<file path="src/rtl/load_store_unit_pkg.sv">
// load_store_unit_pkg: FSM state type and RV32I funct3 encodings shared by the LSU files.
package load_store_unit_pkg;
  typedef enum logic [1:0] {IDLE, REQ, WAIT, RESP} lsu_state_t;
  localparam logic [2:0] F3_B  = 3'b000;
  localparam logic [2:0] F3_H  = 3'b001;
  localparam logic [2:0] F3_W  = 3'b010;
  localparam logic [2:0] F3_BU = 3'b100;
  localparam logic [2:0] F3_HU = 3'b101;
endpackage

</file>
<file path="src/rtl/load_store_unit_if.sv">
// load_store_unit_if: execute-side request/response and data-memory bus signals of the LSU.
interface load_store_unit_if;
  logic        req_valid;
  logic        req_ready;
  logic        req_write;
  logic [2:0]  req_funct3;
  logic [31:0] req_addr;
  logic [31:0] req_wdata;
  logic        rsp_valid;
  logic [31:0] rsp_rdata;
  logic        rsp_err;
  logic        mem_valid;
  logic        mem_ready;
  logic        mem_we;
  logic [31:0] mem_addr;
  logic [3:0]  mem_be;
  logic [31:0] mem_wdata;
  logic        mem_rvalid;
  logic [31:0] mem_rdata;
  modport slave (
    input  req_valid, req_write, req_funct3, req_addr, req_wdata, mem_ready, mem_rvalid, mem_rdata,
    output req_ready, rsp_valid, rsp_rdata, rsp_err, mem_valid, mem_we, mem_addr, mem_be, mem_wdata
  );
  modport master (
    output req_valid, req_write, req_funct3, req_addr, req_wdata, mem_ready, mem_rvalid, mem_rdata,
    input  req_ready, rsp_valid, rsp_rdata, rsp_err, mem_valid, mem_we, mem_addr, mem_be, mem_wdata
  );
endinterface

</file>
<file path="src/rtl/load_store_unit_load_align.sv">
// load_align: selects the addressed byte/halfword of a read word and sign- or zero-extends it.
module load_align
  import load_store_unit_pkg::*;
(
  input  logic [2:0]  funct3,
  input  logic [1:0]  addr,
  input  logic [31:0] word,
  output logic [31:0] data
);
  logic [7:0]  b;
  logic [15:0] h;
  always_comb begin
    b = word[{addr, 3'b000} +: 8];
    h = addr[1] ? word[31:16] : word[15:0];
    data = funct3[1] ? word :
           (funct3[1:0] == F3_H[1:0]) ? {{16{~funct3[2] & h[15]}}, h} :
           {{24{~funct3[2] & b[7]}}, b};
  end
endmodule

</file>
<file path="src/rtl/load_store_unit.sv">
// load_store_unit: RV32I load/store stage, one access outstanding over a valid/ready memory bus.
// Define LSU_MISALIGN_CHECK_EN to fault misaligned halfword/word accesses instead of issuing them.
module load_store_unit
  import load_store_unit_pkg::*;
(
  input logic clk,
  input logic rst,
  load_store_unit_if.slave bus
);
  lsu_state_t  state, nxt;
  logic        write, err, misal, load_done, fault, req_phase;
  logic [2:0]  funct3;
  logic [31:0] addr, wdata, rdata, load_data, st_data;
  logic [3:0]  st_be;
`ifdef LSU_MISALIGN_CHECK_EN
  assign misal = (bus.req_funct3[1:0] == F3_H[1:0] && bus.req_addr[0]) ||
                 (bus.req_funct3[1] && bus.req_addr[1:0] != 2'b00);
`else
  assign misal = 1'b0;
`endif
  load_align u_align (.funct3(funct3), .addr(addr[1:0]), .word(bus.mem_rdata), .data(load_data));
  always_comb begin
    nxt = state;
    case (state)
      IDLE:    if (bus.req_valid) nxt = misal ? RESP : REQ;
      REQ:     if (bus.mem_ready) nxt = (write || bus.mem_rvalid) ? RESP : WAIT;
      WAIT:    if (bus.mem_rvalid) nxt = RESP;
      default: nxt = IDLE;
    endcase
  end
  assign load_done = !write && bus.mem_rvalid && ((state == REQ && bus.mem_ready) || state == WAIT);
  assign fault = state == IDLE && bus.req_valid && misal;
  always_ff @(posedge clk) begin
    if (rst) begin
      state  <= IDLE;
      write  <= 1'b0;
      funct3 <= '0;
      addr   <= '0;
      wdata  <= '0;
      rdata  <= '0;
      err    <= 1'b0;
    end else begin
      state <= nxt;
      rdata <= load_done ? load_data : '0;
      err   <= fault;
      if (state == IDLE && bus.req_valid) begin
        write  <= bus.req_write;
        funct3 <= bus.req_funct3;
        addr   <= bus.req_addr;
        wdata  <= bus.req_wdata;
      end
    end
  end
  // Halfword lane follows addr[1] so unchecked misaligned halfwords stay inside the word.
  assign st_be = funct3[1] ? 4'hF : funct3[0] ? (addr[1] ? 4'hC : 4'h3) : 4'b0001 << addr[1:0];
  assign st_data = funct3[1] ? wdata : funct3[0] ? {2{wdata[15:0]}} : {4{wdata[7:0]}};
  assign req_phase = state == REQ;
  assign bus.req_ready = state == IDLE;
  assign bus.rsp_valid = state == RESP;
  assign bus.rsp_rdata = rdata;
  assign bus.rsp_err   = err;
  assign bus.mem_valid = req_phase;
  assign bus.mem_we    = req_phase && write;
  assign bus.mem_addr  = req_phase ? {addr[31:2], 2'b00} : '0;
  assign bus.mem_be    = !req_phase ? 4'h0 : write ? st_be : 4'hF;
  assign bus.mem_wdata = (req_phase && write) ? st_data : '0;
endmodule

</file>
<file path="src/flat_wrapper.sv">
// flat-port wrapper written by rule: the top's interface ports become plain ports
module load_store_unit_flat import load_store_unit_pkg::*;
  (clk, rst, bus_req_valid, bus_req_write, bus_req_funct3, bus_req_addr, bus_req_wdata, bus_mem_ready, bus_mem_rvalid, bus_mem_rdata, bus_req_ready, bus_rsp_valid, bus_rsp_rdata, bus_rsp_err, bus_mem_valid, bus_mem_we, bus_mem_addr, bus_mem_be, bus_mem_wdata);
  load_store_unit_if bus_i ();
  input logic clk;
  input logic rst;
  input wire logic [$bits(bus_i.req_valid)-1:0] bus_req_valid;
  input wire logic [$bits(bus_i.req_write)-1:0] bus_req_write;
  input wire logic [$bits(bus_i.req_funct3)-1:0] bus_req_funct3;
  input wire logic [$bits(bus_i.req_addr)-1:0] bus_req_addr;
  input wire logic [$bits(bus_i.req_wdata)-1:0] bus_req_wdata;
  input wire logic [$bits(bus_i.mem_ready)-1:0] bus_mem_ready;
  input wire logic [$bits(bus_i.mem_rvalid)-1:0] bus_mem_rvalid;
  input wire logic [$bits(bus_i.mem_rdata)-1:0] bus_mem_rdata;
  output wire logic [$bits(bus_i.req_ready)-1:0] bus_req_ready;
  output wire logic [$bits(bus_i.rsp_valid)-1:0] bus_rsp_valid;
  output wire logic [$bits(bus_i.rsp_rdata)-1:0] bus_rsp_rdata;
  output wire logic [$bits(bus_i.rsp_err)-1:0] bus_rsp_err;
  output wire logic [$bits(bus_i.mem_valid)-1:0] bus_mem_valid;
  output wire logic [$bits(bus_i.mem_we)-1:0] bus_mem_we;
  output wire logic [$bits(bus_i.mem_addr)-1:0] bus_mem_addr;
  output wire logic [$bits(bus_i.mem_be)-1:0] bus_mem_be;
  output wire logic [$bits(bus_i.mem_wdata)-1:0] bus_mem_wdata;
  assign bus_i.req_valid = bus_req_valid;
  assign bus_i.req_write = bus_req_write;
  assign bus_i.req_funct3 = bus_req_funct3;
  assign bus_i.req_addr = bus_req_addr;
  assign bus_i.req_wdata = bus_req_wdata;
  assign bus_i.mem_ready = bus_mem_ready;
  assign bus_i.mem_rvalid = bus_mem_rvalid;
  assign bus_i.mem_rdata = bus_mem_rdata;
  assign bus_req_ready = bus_i.req_ready;
  assign bus_rsp_valid = bus_i.rsp_valid;
  assign bus_rsp_rdata = bus_i.rsp_rdata;
  assign bus_rsp_err = bus_i.rsp_err;
  assign bus_mem_valid = bus_i.mem_valid;
  assign bus_mem_we = bus_i.mem_we;
  assign bus_mem_addr = bus_i.mem_addr;
  assign bus_mem_be = bus_i.mem_be;
  assign bus_mem_wdata = bus_i.mem_wdata;
  load_store_unit u_core (.clk(clk), .rst(rst), .bus(bus_i));
endmodule
</file>
<file path="config.mk">
export PLATFORM = sky130hd
export DESIGN_NAME = load_store_unit_flat
export DESIGN_NICKNAME = d
export VERILOG_FILES = /design/src/rtl/load_store_unit_pkg.sv /design/src/rtl/load_store_unit_if.sv /design/src/rtl/load_store_unit_load_align.sv /design/src/rtl/load_store_unit.sv /design/src/flat_wrapper.sv
export SDC_FILE = /design/constraint.sdc
export NUM_CORES = 1
export LEC_CHECK = 0
export ABC_AREA = 1
export BUFFER_PORTS_ARGS = -buffer_cell sky130_fd_sc_hd__buf_2
export CORE_AREA = 2 2 105 97
export DETAILED_ROUTE_END_ITERATION = 8
export DIE_AREA = 0 0 107 99
export HOLD_SLACK_MARGIN = 0.15
export PLACE_DENSITY = 0.9
export SYNTH_ARGS = -nofsm -noshare
export SYNTH_HDL_FRONTEND = slang
export SYNTH_SLANG_ARGS = --single-unit
</file>
<file path="constraint.sdc">
create_clock -name clk -period 3.6 [get_ports clk]
set_clock_uncertainty 0.15 [all_clocks]
set_input_delay 0.18 -clock clk [delete_from_list [all_inputs] [get_ports clk]]
set_output_delay 0.18 -clock clk [all_outputs]
set_load 0.02 [all_outputs]
</file>
=== Word-level counts from Yosys, hierarchy flattened ===
Index checks and enable logic that the tools add are counted.

* Register bits: 102
* Bits of input ports: 105
* Word-level logic and storage cells: 47
* Output and inout bits: 105

* Equal/unequal tests: 7
* Reductions and logical operators: 11
* Shift operators: 2
* Bitwise gates (word level): 4
* Muxes and demuxes: 17

{| class="wikitable"
|+ Operators with widths
! operator !! count
|-
| 2-to-1 mux 32 bit || 6
|-
| indexed part select 32 x 6 -> 8 bit || 1
|-
| 2-to-1 mux 4 bit || 5
|-
| 2-to-1 mux 16 bit || 1
|-
| 2-to-1 mux 2 bit || 3
|-
| inequality test 2 bit (second input constant) || 3
|-
| case mux 2 bit (3 select lines) || 1
|-
| logical AND 1 bit || 5
|-
| == test 2 x 1 -> 1 bit (second input constant) || 2
|-
| == test 2 bit (second input constant) || 2
|-
| left shift 1 x 2 -> 4 bit (first input constant) || 1
|-
| AND reduction 3 bit || 1
|-
| bitwise AND 1 bit || 2
|-
| zero test 2 bit || 1
|-
| logical OR 1 bit || 2
|-
| inverter 1 bit || 2
|-
| OR reduction 2 bit || 1
|-
| zero test 1 bit || 1
|-
| 2-to-1 mux 1 bit || 1
|}

=== Longest topological paths before layout ===
* Word-level depth: 6
* Mapped depth: 10

=== Modules after synthesis ===
From an unflattened synthesis, not the netlist that was laid out.

* Cells, all modules: 741
* Area, all modules: 4875.9 sq um

{| class="wikitable"
|+ Modules (own cells, without submodules)
! module !! cells an instance !! times used !! sequential area each (sq um) !! area an instance (sq um)
|-
| load_store_unit || 584 || 1 || 2042.0 || 4129.0
|-
| load_align || 157 || 1 || 0.0 || 747.0
|}

=== Worst setup path before layout ===
OpenSTA, ideal clock, no wires.

* Path type: reg2out
* Start point: reg u_core.state[1]
* End point: out bus_mem_wdata[28]
* Required time: 3.270 ns
* Arrival: 1.546 ns
* Path slack: 1.724 ns
* Stages on the path, launching flop included: 7
* Buffers on the path: 2
* Cells stage by stage: dfxtp_1 -> inv_1 -> ha_1 -> buf_2 -> nand2_1 -> clkbuf_1 -> a21oi_1

* Cells in the longest elaborated chain, start to end: 3

{| class="wikitable"
|+ RTL lines
! element !! line !! source
|-
| start: declaration || load_store_unit.sv:10 || <nowiki>lsu_state_t state, nxt;</nowiki>
|-
| start signal: assignment || load_store_unit.sv:43 || <nowiki>state <= nxt;</nowiki>
|-
| == test 2 x 1 -> 1 bit || load_store_unit.sv:57 || <nowiki>assign req_phase = state == REQ;</nowiki>
|-
| via bus_mem_valid || flat_wrapper.sv:19 || <nowiki>output wire logic [$bits(bus_i.mem_valid)-1:0] bus_mem_valid;</nowiki>
|-
| logical AND 1 bit || load_store_unit.sv:66 || <nowiki>assign bus.mem_wdata = (req_phase && write) ? st_data : '0;</nowiki>
|-
| 2-to-1 mux 32 bit || load_store_unit.sv:66 ||
|-
| end: declaration || flat_wrapper.sv:23 || <nowiki>output wire logic [$bits(bus_i.mem_wdata)-1:0] bus_mem_wdata;</nowiki>
|}

The timed path passes the listed nets, and every way through them passes these cells.

=== Worst setup path in the final report ===
* Start point: reg u_core.state[1]
* End point: out bus_mem_wdata[29]

* Cells in the longest elaborated chain, start to end: 3

{| class="wikitable"
|+ RTL lines
! element !! line
|-
| == test 2 x 1 -> 1 bit || load_store_unit.sv:57
|-
| logical AND 1 bit || load_store_unit.sv:66
|-
| 2-to-1 mux 32 bit || load_store_unit.sv:66
|}

Every way passes these cells.

==> metrics.txt <==
status completed; Final WS setup 1.03 ns; antenna-violating nets left 0; io pins 210; Iter 0 DRT Violations 390; crit end category output pin; worst path bufs/invs 2; period utilisation layout 71.5%; worst reg2reg setup slack 1.07 ns; die span in y 99 µm; pre-CTS setup slack 1.58 ns; die width 107 µm; worst hold path type in2reg; largest net degree at the start of global routing 83; # fillers 672; first-pass GRT wire length 27.2 mm; CP required 3.27 ns; synth warn 0; slowest CP cell nand2_1; setup_tns 0 ns; max-slew violation count 0; PortBufs 206; Hold Fails Final Rpt 0; fmax 389 MHz; maximum vdd drop 0.297 mV; routability cong. 0.869; final hold slack 0.219 ns; CP Data Arrival Time 2.24 ns; number of antenna violations at the first check in global routing 1; post-route minimum period 2.57 ns; WS Path Type reg2out; Hold EP u_core.state[1]$_SDFFE_PP0P_; Die Area 0.0106 mm²; Seq/Total Area, Yosys 44.1%; routed vias 5841; delay-heaviest family, CP simple AND/OR/NAND/NOR gates; cells after synthesis 669; top cells by area, synth dfxtp_1, nand2_1, a21oi_1; most frequent cells after synthesis nand2_1, a21oi_1, dfxtp_1; FFs w/ async S/R, synth 0%; RR Endpoint u_core.bus.rsp_rdata[4]$_SDFF_PP0_; Final nets 1064; final wirelength 17.3 mm; Overflow after GRT 0; DR vias/cell 5.37; Pre-antenna DRT Iters 5; Clock Path Buffers 2; FP Rows 34; Netlist cell types 29; CTS buffer count 9; Worst Hold Launch bus_mem_ready; Post-synth EDFFs 0; Root Buffer clkbuf_8; Reg2Reg Launch Point u_core.state[1]$_SDFFE_PP0P_; Slew headroom 27.8%; share of cells above drive strength 1 26.9%; H-tree levels 3; pwr dens 531 mW/mm²; CP Cell Sequence inv_1, ha_1, nand2_1, a21oi_1, buf_2; Critical Path Fanout Max 33; Worst-Skew Late Latency 0.36 ns; Post-synth top flop dfxtp_1; post-synth top area share 44.1%; startpoint types flop; Placed Area 0.00563 mm²; GRT Total Usage 32.3%; Initial Util 48.8%; core area 0.00949 mm²; mean area per synthesized cell 6.92 µm²; CTS tree yes; P&R area growth vs syn 50.0%; critical path's largest stage delay 0.61 ns; drt wl/cell 15.9 µm; Worst R2R Path Depth 9; LEAKAGE 3.45 nW; final instance area 0.00694 mm²; RSZ-0062 raised after global routing false; clock sinks 102; post-DP HPWL 9.39 mm; clock transition at the registers of the reported paths 0.11 ns; number of global-route vias before repair 5710; top-count cell post-synth nand2_1; Post-CTS Resized 0; Yosys reg bits 102; hold path depth 5; largest area contributor in the netlist dfxtp_1; Finish-stage setup viols 0; Slew @ Worst Pin 1.08 ns; Cell Area, Synth 0.00463 mm²; maxcap violations 0; post-route DRC violation count 0
## power breakdown
part | switching (mW) | internal [mW] | leakage (nW)
Clock | 0.453 | 0.275 | 0.0979
Combinational | 1.04 | 0.499 | 2.51
Sequential | 0.121 | 1.30 | 0.834
## cells by family after synthesis
group                    after synthesis  synth area share [%]
AND/OR/NAND/NOR                      289                  24.6
AO/OA/AOI/OAI                        169                  20.4
buffers and inverters                104                  9.70
flip-flops                           102                  44.1
adder cells (fa/ha/maj)                4                  1.08
other                                  1                0.0810
## area by class of cell
type	instances	area, µm²	area share (%)
multi-input combinational	465	2150	30.9
clock buffer	9	124	1.78
antenna	1	2.50	0.0360
sequential	102	2040	29.4
clock inverter	7	77.6	1.12
inverter	55	211	3.05
tap	126	158	2.27
timing repair buffer	322	2180	31.4
## timing repair
item	in CTS	in global routing
hold endpoints to repair	102	0
hold buffers	111	0
endpoints found under the setup margin	0	0
buffers inserted	0	0
## how the worst max path moves through the flow
stage                                 startpoint                                 end  slack [ns]  depth (start not counted)
floorplan           u_core.state[1]$_SDFFE_PP0P_                   bus_mem_wdata[28]        1.72                          6
finish              u_core.state[1]$_SDFFE_PP0P_                   bus_mem_wdata[29]        1.03                          5
global route        u_core.state[1]$_SDFFE_PP0P_  u_core.bus.rsp_rdata[4]$_SDFF_PP0_        0.81                          9
CTS                 u_core.state[1]$_SDFFE_PP0P_  u_core.bus.rsp_rdata[4]$_SDFF_PP0_        1.08                          9
global placement    u_core.state[1]$_SDFFE_PP0P_                   bus_mem_wdata[11]        1.65                          5
detailed placement  u_core.state[1]$_SDFFE_PP0P_                   bus_mem_wdata[29]        1.58                          5
## cells in the final DEF, fill, tap and decap left out, types with 2 or more instances in the layout
master / synthesis / final
a211oi_1: 14 / 14
nand3_1: 9 / 9
a21oi_2: 10 / 10
o22ai_1: 8 / 8
buf_2: 10 / 206
nand2_1: 211 / 210
inv_2: 6 / 6
clkinv_8: 0 / 2
o21ai_0: 24 / 24
dfxtp_1: 102 / 101
nand2_2: 1 / 2
ha_1: 4 / 4
or2_2: 6 / 6
conb_1: 1 / 3
inv_6: 0 / 2
inv_1: 47 / 47
nor2_1: 56 / 56
o21ai_1: 3 / 3
inv_4: 2 / 2
nand2_4: 2 / 2
nor3_1: 2 / 2
clkbuf_8: 0 / 9
buf_4: 3 / 5
dlygate4sd3_1: 0 / 111
a21oi_1: 107 / 107
## through the flow
| step | util (%) | std cells | power [mW] |
|---|---|---|---|
| final | 73.2 | 1087 | 3.69 |
| after detailed placement | 59.3 | 959 | 2.80 |
| after global placement | 59.3 | 959 | 2.78 |
| after CTS | 73.2 | 1086 | 3.61 |
| after floorplan | - | 671 | 2.45 |
| after global routing | 73.2 | 1087 | 3.90 |
## worst register-to-register path: cells and delay by family (launching register included)
family,cells,cell delay [ns]
flops,1,0.34
compound gates,2,0.29
buf+inv,5,1.38
simple gates,1,0.16
fa+ha+maj,1,0.17
## flip-flops by register name, indices dropped and copies added, names as in the netlist
register,flops
u_core.funct3,3
u_core.bus.rsp_rdata,32
u_core.write,1
u_core.wdata,32
u_core.addr,32
u_core.state,2
## layer usage
layer / share of wire, % / up-vias / track usage (%)
li1: - / 2695 / -
met3: 9.3 / 80 / 7.61
met5: 0 / - / 0
met4: 4.8 / 0 / 15.6
met2: 51 / 422 / 60.1
met1: 35 / 2644 / 34.0
No activity file was read; power rests on OpenSTA's default activity.
